===== config.mk =====
export PLATFORM = sky130hd
export DESIGN_NAME = fetch_queue_flat
export DESIGN_NICKNAME = d
export VERILOG_FILES = /design/src/rtl/fetch_queue_if.sv /design/src/rtl/fetch_queue.sv /design/src/flat_wrapper.sv
export SDC_FILE = /design/constraint.sdc
export NUM_CORES = 1
export LEC_CHECK = 0
export BUFFER_PORTS_ARGS = -buffer_cell sky130_fd_sc_hd__clkbuf_2
export CELL_PAD_IN_SITES_DETAIL_PLACEMENT = 1
export CELL_PAD_IN_SITES_GLOBAL_PLACEMENT = 2
export CORE_MARGIN = 3
export CORE_UTILIZATION = 25
export CTS_CLUSTER_DIAMETER = 80
export DETAILED_ROUTE_END_ITERATION = 12
export PLACE_DENSITY = 0.52
export SLEW_MARGIN = 20
export SYNTH_ARGS = -nofsm -noshare
export SYNTH_HDL_FRONTEND = slang
export SYNTH_SLANG_ARGS = --single-unit

===== constraint.sdc =====
create_clock -name clk -period 4.3 [get_ports clk]
set_input_delay 0.215 -clock clk [delete_from_list [all_inputs] [get_ports clk]]
set_output_delay 0.215 -clock clk [all_outputs]
set_load 0.005 [all_outputs]

===== src/rtl/fetch_queue_if.sv =====
// Fetch-stage bundle: branch redirect and decode stall in, instruction-memory
// port, and the head of the fetch queue presented to decode.
interface fetch_queue_if #(
    parameter int unsigned DEPTH = 4
);
    logic                     redirect;
    logic [63:0]              redirect_pc;
    logic                     stall;
    logic [63:0]              imem_addr;
    logic [31:0]              imem_instr;
    logic                     id_valid;
    logic [63:0]              id_pc;
    logic [31:0]              id_instr;
    logic [$clog2(DEPTH):0]   occupancy;

    modport master (
        input  redirect, redirect_pc, stall, imem_instr,
        output imem_addr, id_valid, id_pc, id_instr, occupancy
    );

    modport slave (
        output redirect, redirect_pc, stall, imem_instr,
        input  imem_addr, id_valid, id_pc, id_instr, occupancy
    );
endinterface


===== src/rtl/fetch_queue.sv =====
// Decoupled instruction fetch: owns the fetch PC and buffers {pc, instr} pairs
// in a small FIFO so decode stalls never lose a fetched instruction.
module fetch_queue #(
    parameter int unsigned DEPTH    = 4,
    parameter logic [63:0] RESET_PC = 64'h0
) (
    input  logic           clk,
    input  logic           reset,
    fetch_queue_if.master  bus
);
    localparam int unsigned AW = $clog2(DEPTH);
    localparam int unsigned CW = AW + 1;

    logic [63:0]   r_fetch_pc;
    logic [AW-1:0] r_head;
    logic [AW-1:0] r_tail;
    logic [CW-1:0] r_count;
    logic [63:0]   r_pc_mem    [DEPTH];
    logic [31:0]   r_instr_mem [DEPTH];

    logic          w_valid;
    logic          w_deq;
    logic          w_enq;
    logic [63:0]   w_redirect_target;
    logic          w_unused_pc_lsbs;

    assign w_valid           = (r_count != '0);
    assign w_deq             = w_valid & ~bus.stall & ~bus.redirect;
    // A full queue may still accept a fetch when its head leaves in the same cycle.
    assign w_enq             = ~bus.redirect & ((r_count < CW'(DEPTH)) | w_deq);
    assign w_redirect_target = {bus.redirect_pc[63:2], 2'b00};
    assign w_unused_pc_lsbs  = &{1'b0, bus.redirect_pc[1:0]};

    always_ff @(posedge clk) begin
        if (reset) begin
            r_fetch_pc <= RESET_PC;
            r_head     <= '0;
            r_tail     <= '0;
            r_count    <= '0;
        end else if (bus.redirect) begin
            r_fetch_pc <= w_redirect_target;
            r_head     <= '0;
            r_tail     <= '0;
            r_count    <= '0;
        end else begin
            if (w_enq) begin
                r_fetch_pc <= r_fetch_pc + 64'd4;
                r_tail     <= r_tail + 1'b1;
            end
            if (w_deq) begin
                r_head <= r_head + 1'b1;
            end
            r_count <= r_count + CW'(w_enq) - CW'(w_deq);
        end
    end

    // Storage needs no reset: entries are only observable while counted valid.
    always_ff @(posedge clk) begin
        if (!reset && w_enq) begin
            r_pc_mem[r_tail]    <= r_fetch_pc;
            r_instr_mem[r_tail] <= bus.imem_instr;
        end
    end

    assign bus.imem_addr = r_fetch_pc;
    assign bus.id_valid  = w_valid;
    assign bus.id_pc     = w_valid ? r_pc_mem[r_head] : '0;
    assign bus.id_instr  = w_valid ? r_instr_mem[r_head] : '0;
    assign bus.occupancy = r_count;
endmodule

===== src/flat_wrapper.sv =====
// flat-port wrapper written by rule: the top's interface ports become plain ports
module fetch_queue_flat 
#(
    parameter int unsigned DEPTH    = 4,
    parameter logic [63:0] RESET_PC = 64'h0
)
  (clk, reset, bus_redirect, bus_redirect_pc, bus_stall, bus_imem_instr, bus_imem_addr, bus_id_valid, bus_id_pc, bus_id_instr, bus_occupancy);
  fetch_queue_if #(.DEPTH(DEPTH)) bus_i ();
  input  logic clk;
  input  logic reset;
  input wire logic [$bits(bus_i.redirect)-1:0] bus_redirect;
  input wire logic [$bits(bus_i.redirect_pc)-1:0] bus_redirect_pc;
  input wire logic [$bits(bus_i.stall)-1:0] bus_stall;
  input wire logic [$bits(bus_i.imem_instr)-1:0] bus_imem_instr;
  output wire logic [$bits(bus_i.imem_addr)-1:0] bus_imem_addr;
  output wire logic [$bits(bus_i.id_valid)-1:0] bus_id_valid;
  output wire logic [$bits(bus_i.id_pc)-1:0] bus_id_pc;
  output wire logic [$bits(bus_i.id_instr)-1:0] bus_id_instr;
  output wire logic [$bits(bus_i.occupancy)-1:0] bus_occupancy;
  assign bus_i.redirect = bus_redirect;
  assign bus_i.redirect_pc = bus_redirect_pc;
  assign bus_i.stall = bus_stall;
  assign bus_i.imem_instr = bus_imem_instr;
  assign bus_imem_addr = bus_i.imem_addr;
  assign bus_id_valid = bus_i.id_valid;
  assign bus_id_pc = bus_i.id_pc;
  assign bus_id_instr = bus_i.id_instr;
  assign bus_occupancy = bus_i.occupancy;
  fetch_queue #(.DEPTH(DEPTH), .RESET_PC(RESET_PC)) u_core (.clk(clk), .reset(reset), .bus(bus_i));
endmodule

Word level (Yosys, flattened, before mapping) --
Memories as Yosys holds them, arrays and structs flattened. A register that Yosys moved wholly into a read port is not among the register bits. Index checks and enable logic that the tools add are counted.
Storage, ports and cells: register bits after elaboration 71, bits in writable memories 384, logic and storage cells 34, memories kept 2
Memories:
- u_core.r_pc_mem | words 4, bits a word 64, rd ports 1, clocked after memory_dff 1, write ports 1, line fetch_queue.sv:18 | logic [63:0] r_pc_mem [DEPTH];
- u_core.r_instr_mem | words 4, bits a word 32, rd ports 1, clocked after memory_dff 1, write ports 1, line fetch_queue.sv:19 | logic [31:0] r_instr_mem [DEPTH];
Operators by class: add/sub/neg operators 5, $lt $le $gt $ge 1, mux-type cells 10, bitwise operators 6, reductions and logical operators 5
Operators by type and width (number):
- $mux W64 | 3
- $add A64 B3 Y64 const B | 1
- $mux W32 | 1
- $mux W2 | 4
- $add A2 B1 Y2 const B | 2
- $add A3 B1 Y3 | 1
- $and A1 B1 Y1 | 3
- $lt A3 B3 Y1 const B | 1
- $reduce_bool A3 Y1 | 1
- $sub A3 B1 Y3 | 1
- $mux W1 | 2
- $not A1 Y1 | 2
- $reduce_bool A2 Y1 | 1
- $reduce_or A2 Y1 | 1
- $logic_and A1 B1 Y1 | 1
- $logic_not A1 Y1 | 1
- $or A1 B1 Y1 | 1

Logic depth before layout (Yosys ltp) --
depth in word-level cells 8, mapped depth 11, depth with buffers taken out 10

Worst setup path before layout --
Ideal clock, no wire load.
path type input to register, start point input bus_redirect, end point memory u_core.r_instr_mem[0][0], enable pin, library setup time 0.464 ns, data arrival time 3.382 ns, required time 3.836 ns, setup slack 0.454 ns, stages on the path 5, cells stage by stage clkbuf_1 -> o21ai_4 -> clkbuf_1 -> clkbuf_1 -> and3_1
Between the ends: cells in the longest elaborated chain, start to end 7
Ends and longest elaborated chain:
- from (decl) | line flat_wrapper.sv:11 | input wire logic [$bits(bus_i.redirect)-1:0] bus_redirect;
- $not A1 Y1 * | line fetch_queue.sv:28, fetch_queue.sv:30
- $and A1 B1 Y1 | line fetch_queue.sv:28 | assign w_deq = w_valid & ~bus.stall & ~bus.redirect;
- $or A1 B1 Y1 | line fetch_queue.sv:30 | assign w_enq = ~bus.redirect & ((r_count < CW'(DEPTH)) | w_deq);
- $and A1 B1 Y1 * | line fetch_queue.sv:30
- $logic_and A1 B1 Y1 * | line fetch_queue.sv:59 | if (!reset && w_enq) begin
- $mux W1 * | line fetch_queue.sv:59
- $mux W1 (implied by the code) * | line fetch_queue.sv:61 | r_instr_mem[r_tail] <= bus.imem_instr;
- to (decl) | line fetch_queue.sv:19
Mark *: on every way between the ends. The rest lies on a longest branch, timed or not.

==> results.sh <==
export IMPL_status="finished, final reports clean"
export IMPL_drv_cap=0
export IMPL_ios=264
export IMPL_grt_max_degree=63
export IMPL_gp_congestion=0.725
export IMPL_grt_setup_unrepaired="no"
export IMPL_antenna_found_initial=2
export IMPL_clk_latency_ns=0.59
export IMPL_gr_usage_all_layers=0.151
export IMPL_finalClockSkew_ns=0.0207
export IMPL_slew_violations=0
export IMPL_die_area_um2=78100
export IMPL_grt_pass1_vias=12800
export IMPL_synth_cell_types=66
export IMPL_drtIter0Drc=601
export IMPL_cts_hold_buf=92
export IMPL_area_growth_pct=27.3
export IMPL_yosys_warnings=0
export IMPL_crit_path_end_kind="primary output"
export IMPL_place_hpwl_um=38400
export IMPL_htreeDepth=2
export IMPL_num_rows=99
export IMPL_crit_fanout=32
export IMPL_power_w=0.0101
export IMPL_firstDrtPassIters=5
export IMPL_start_kind="register"
export IMPL_avgSynthCellArea_um2=15.9
export IMPL_timing_fmax_mhz=329
export IMPL_final_hold_viol_count=0
export IMPL_required_ns=4.09
export IMPL_avgRoutedWirePerCell_um=23.3
export IMPL_cts_resized=0
export IMPL_vias=11800
export IMPL_synth_top_area_frac=0.604
export IMPL_r2r_slack_ns=1.34
export IMPL_hp_class="primary input to register"
export IMPL_synth_yosys_seq_area_share=0.680
export IMPL_crit_type="register to primary output"
export IMPL_synth_area_leaders="edfxtp_1 (60%), mux4_2 (11%), dfxtp_1 (7.6%)"
export IMPL_worst_pin_slew_ns=0.934
export IMPL_synth_edf_count=376
export IMPL_cts_buffer_depth=3
export IMPL_max_slew_margin=0.377
export IMPL_post_cts_buffers=0
export IMPL_die_w_um=280
export IMPL_netlist_instances=1175
export IMPL_layout_drive_gt1_share=0.301
export IMPL_max_vdd_ir_drop_mv=0.247
export IMPL_grt_overflow=0
export IMPL_yosysTopAreaCell="edfxtp_1"
export IMPL_antenna_left=0
export IMPL_cts_clk_slew_worst_paths_ns=0.06
export IMPL_ys_seq_elements=447
export IMPL_ys_async_sr_fraction=0
export IMPL_totalWireLength_um=59100
export IMPL_placed_area_um2=21200
export IMPL_power_density_nw_per_um2=425
export IMPL_final_nets=1636
export IMPL_fp_dieH_um=280
export IMPL_numCtsBuffers=53
export IMPL_io_buffers=257
export IMPL_synthesis_area_um2=18700
export IMPL_initial_core_util=0.254
export IMPL_vias_per_cell=4.67
export IMPL_setup_tns_ns=0
export IMPL_ys_flop_type="edfxtp_1"
export IMPL_core_area_um2=73600
export IMPL_clock_sinks=447
export IMPL_fin_crit_sh=0.707
export IMPL_cts_tree="done"
export IMPL_crit_arrival_ns=2.82
export IMPL_fin_crit_ns=3.04
export IMPL_setup_viol=0
export IMPL_power_leakage_nw=8.18
export IMPL_final_cell_area_um2=23800
export IMPL_drc=0
export IMPL_clockRootBuffer="clkbuf_16"
export IMPL_grt_first_pass_wirelength_um=87600
-- final timing paths --
kind,from,to,cells past startpoint
worst max register to register,u_core.bus.imem_addr[12],u_core.bus.imem_addr[60],5
worst min-delay path,bus_redirect_pc[63],u_core.bus.imem_addr[63],4
worst max-delay path,register,bus_id_pc[2],4
worst min register to register,u_core.r_tail[1],u_core.r_tail[1],2
-- layer usage --
metal | global-route usage | wire length, µm | vias up
li1 | - | - | 5326
met5 | 0 | 0 | -
met2 | 0.265 | 29800 | 254
met4 | 0.0327 | 1050 | 0
met3 | 0.0297 | 2700 | 73
met1 | 0.193 | 25600 | 6175
-- critical path, stage by stage (launching register included) --
cell,delay [ns]
dfxtp_4,0.86
buf_4,0.49
mux4_2,0.55
and2_1,0.20
clkbuf_2,0.12
-- cell usage after synthesis, drive strengths merged (24+ instances only) --
master    n
edfxtp  376
and2    100
mux4     94
dfxtp    71
nor2     62
nand2    57
clkbuf   49
nand3    37
nand4    28
xnor2    26
buf      25
nor4     25
and3     24
-- power breakdown --
part / switching (W) / internal (W)
Sequential: 0.000148 / 0.00483
Clock: 0.00180 / 0.00265
Combinational: 0.000370 / 0.000326
-- cell type report --
cell class	instances	area [µm²]
diodes	3	7.51
clock buffers	67	1430
clock inverters	31	285
fillers	7776	49800
inverters	13	50.0
multi-input cells	643	5620
flip-flops and latches	447	12700
well taps	959	1200
repair buffers	370	2490
-- sequential cells by signal (all words and copies together) (netlist names), named ones only --
name and count:
u_core.bus.imem_addr 62, u_core.r_tail 2, u_core.bus.occupancy 3, u_core.r_head 2
u_core.r_instr_mem 128, u_core.r_pc_mem 248
-- stage by stage --
step,utilization,setup slack [ns],hold slack [ns],cells
2_1_floorplan,-,0.454,0.314,1178
3_3_place_gp,0.288,1.11,0.434,2340
3_5_place_dp,0.288,1.13,0.440,2340
4_1_cts,0.323,1.05,0.0439,2530
5_1_grt,0.323,0.967,0.0875,2530
6_report,0.323,1.26,0.0948,2533
-- cell families (layout without fill, tap and decap cells) --
logic type,after synthesis,in the layout,synth area share
compound gates,83,83,0.0318
xor+xnor,34,34,0.0159
fa+ha+maj,8,8,0.00575
buf+inv,88,481,0.0217
flops,447,447,0.680
mux,112,112,0.123
other cells,1,7,0.000201
simple gates,402,402,0.122
-- cell usage in the layout, fill, tap and decap left out, types with 7 or more instances in the layout --
| cell | count |
|---|---|
| edfxtp_1 | 376 |
| clkbuf_2 | 257 |
| and2_1 | 99 |
| mux4_2 | 94 |
| dlygate4sd3_1 | 92 |
| dfxtp_1 | 69 |
| nor2_1 | 62 |
| nand2_1 | 55 |
| clkbuf_16 | 55 |
| nand3_1 | 36 |
| xnor2_1 | 26 |
| nand4_1 | 25 |
| nor4_1 | 23 |
| a211oi_1 | 21 |
| nor3_1 | 20 |
| and3_1 | 20 |
| a21oi_1 | 15 |
| mux2i_1 | 14 |
| clkinv_1 | 14 |
| inv_1 | 12 |
| o21ai_0 | 11 |
| and4_1 | 11 |
| clkbuf_1 | 11 |
| buf_4 | 11 |
| buf_12 | 10 |
| or3_1 | 9 |
| xor2_1 | 8 |
| clkinv_2 | 7 |
| ha_1 | 7 |
Power figures use the tool's default switching activity.
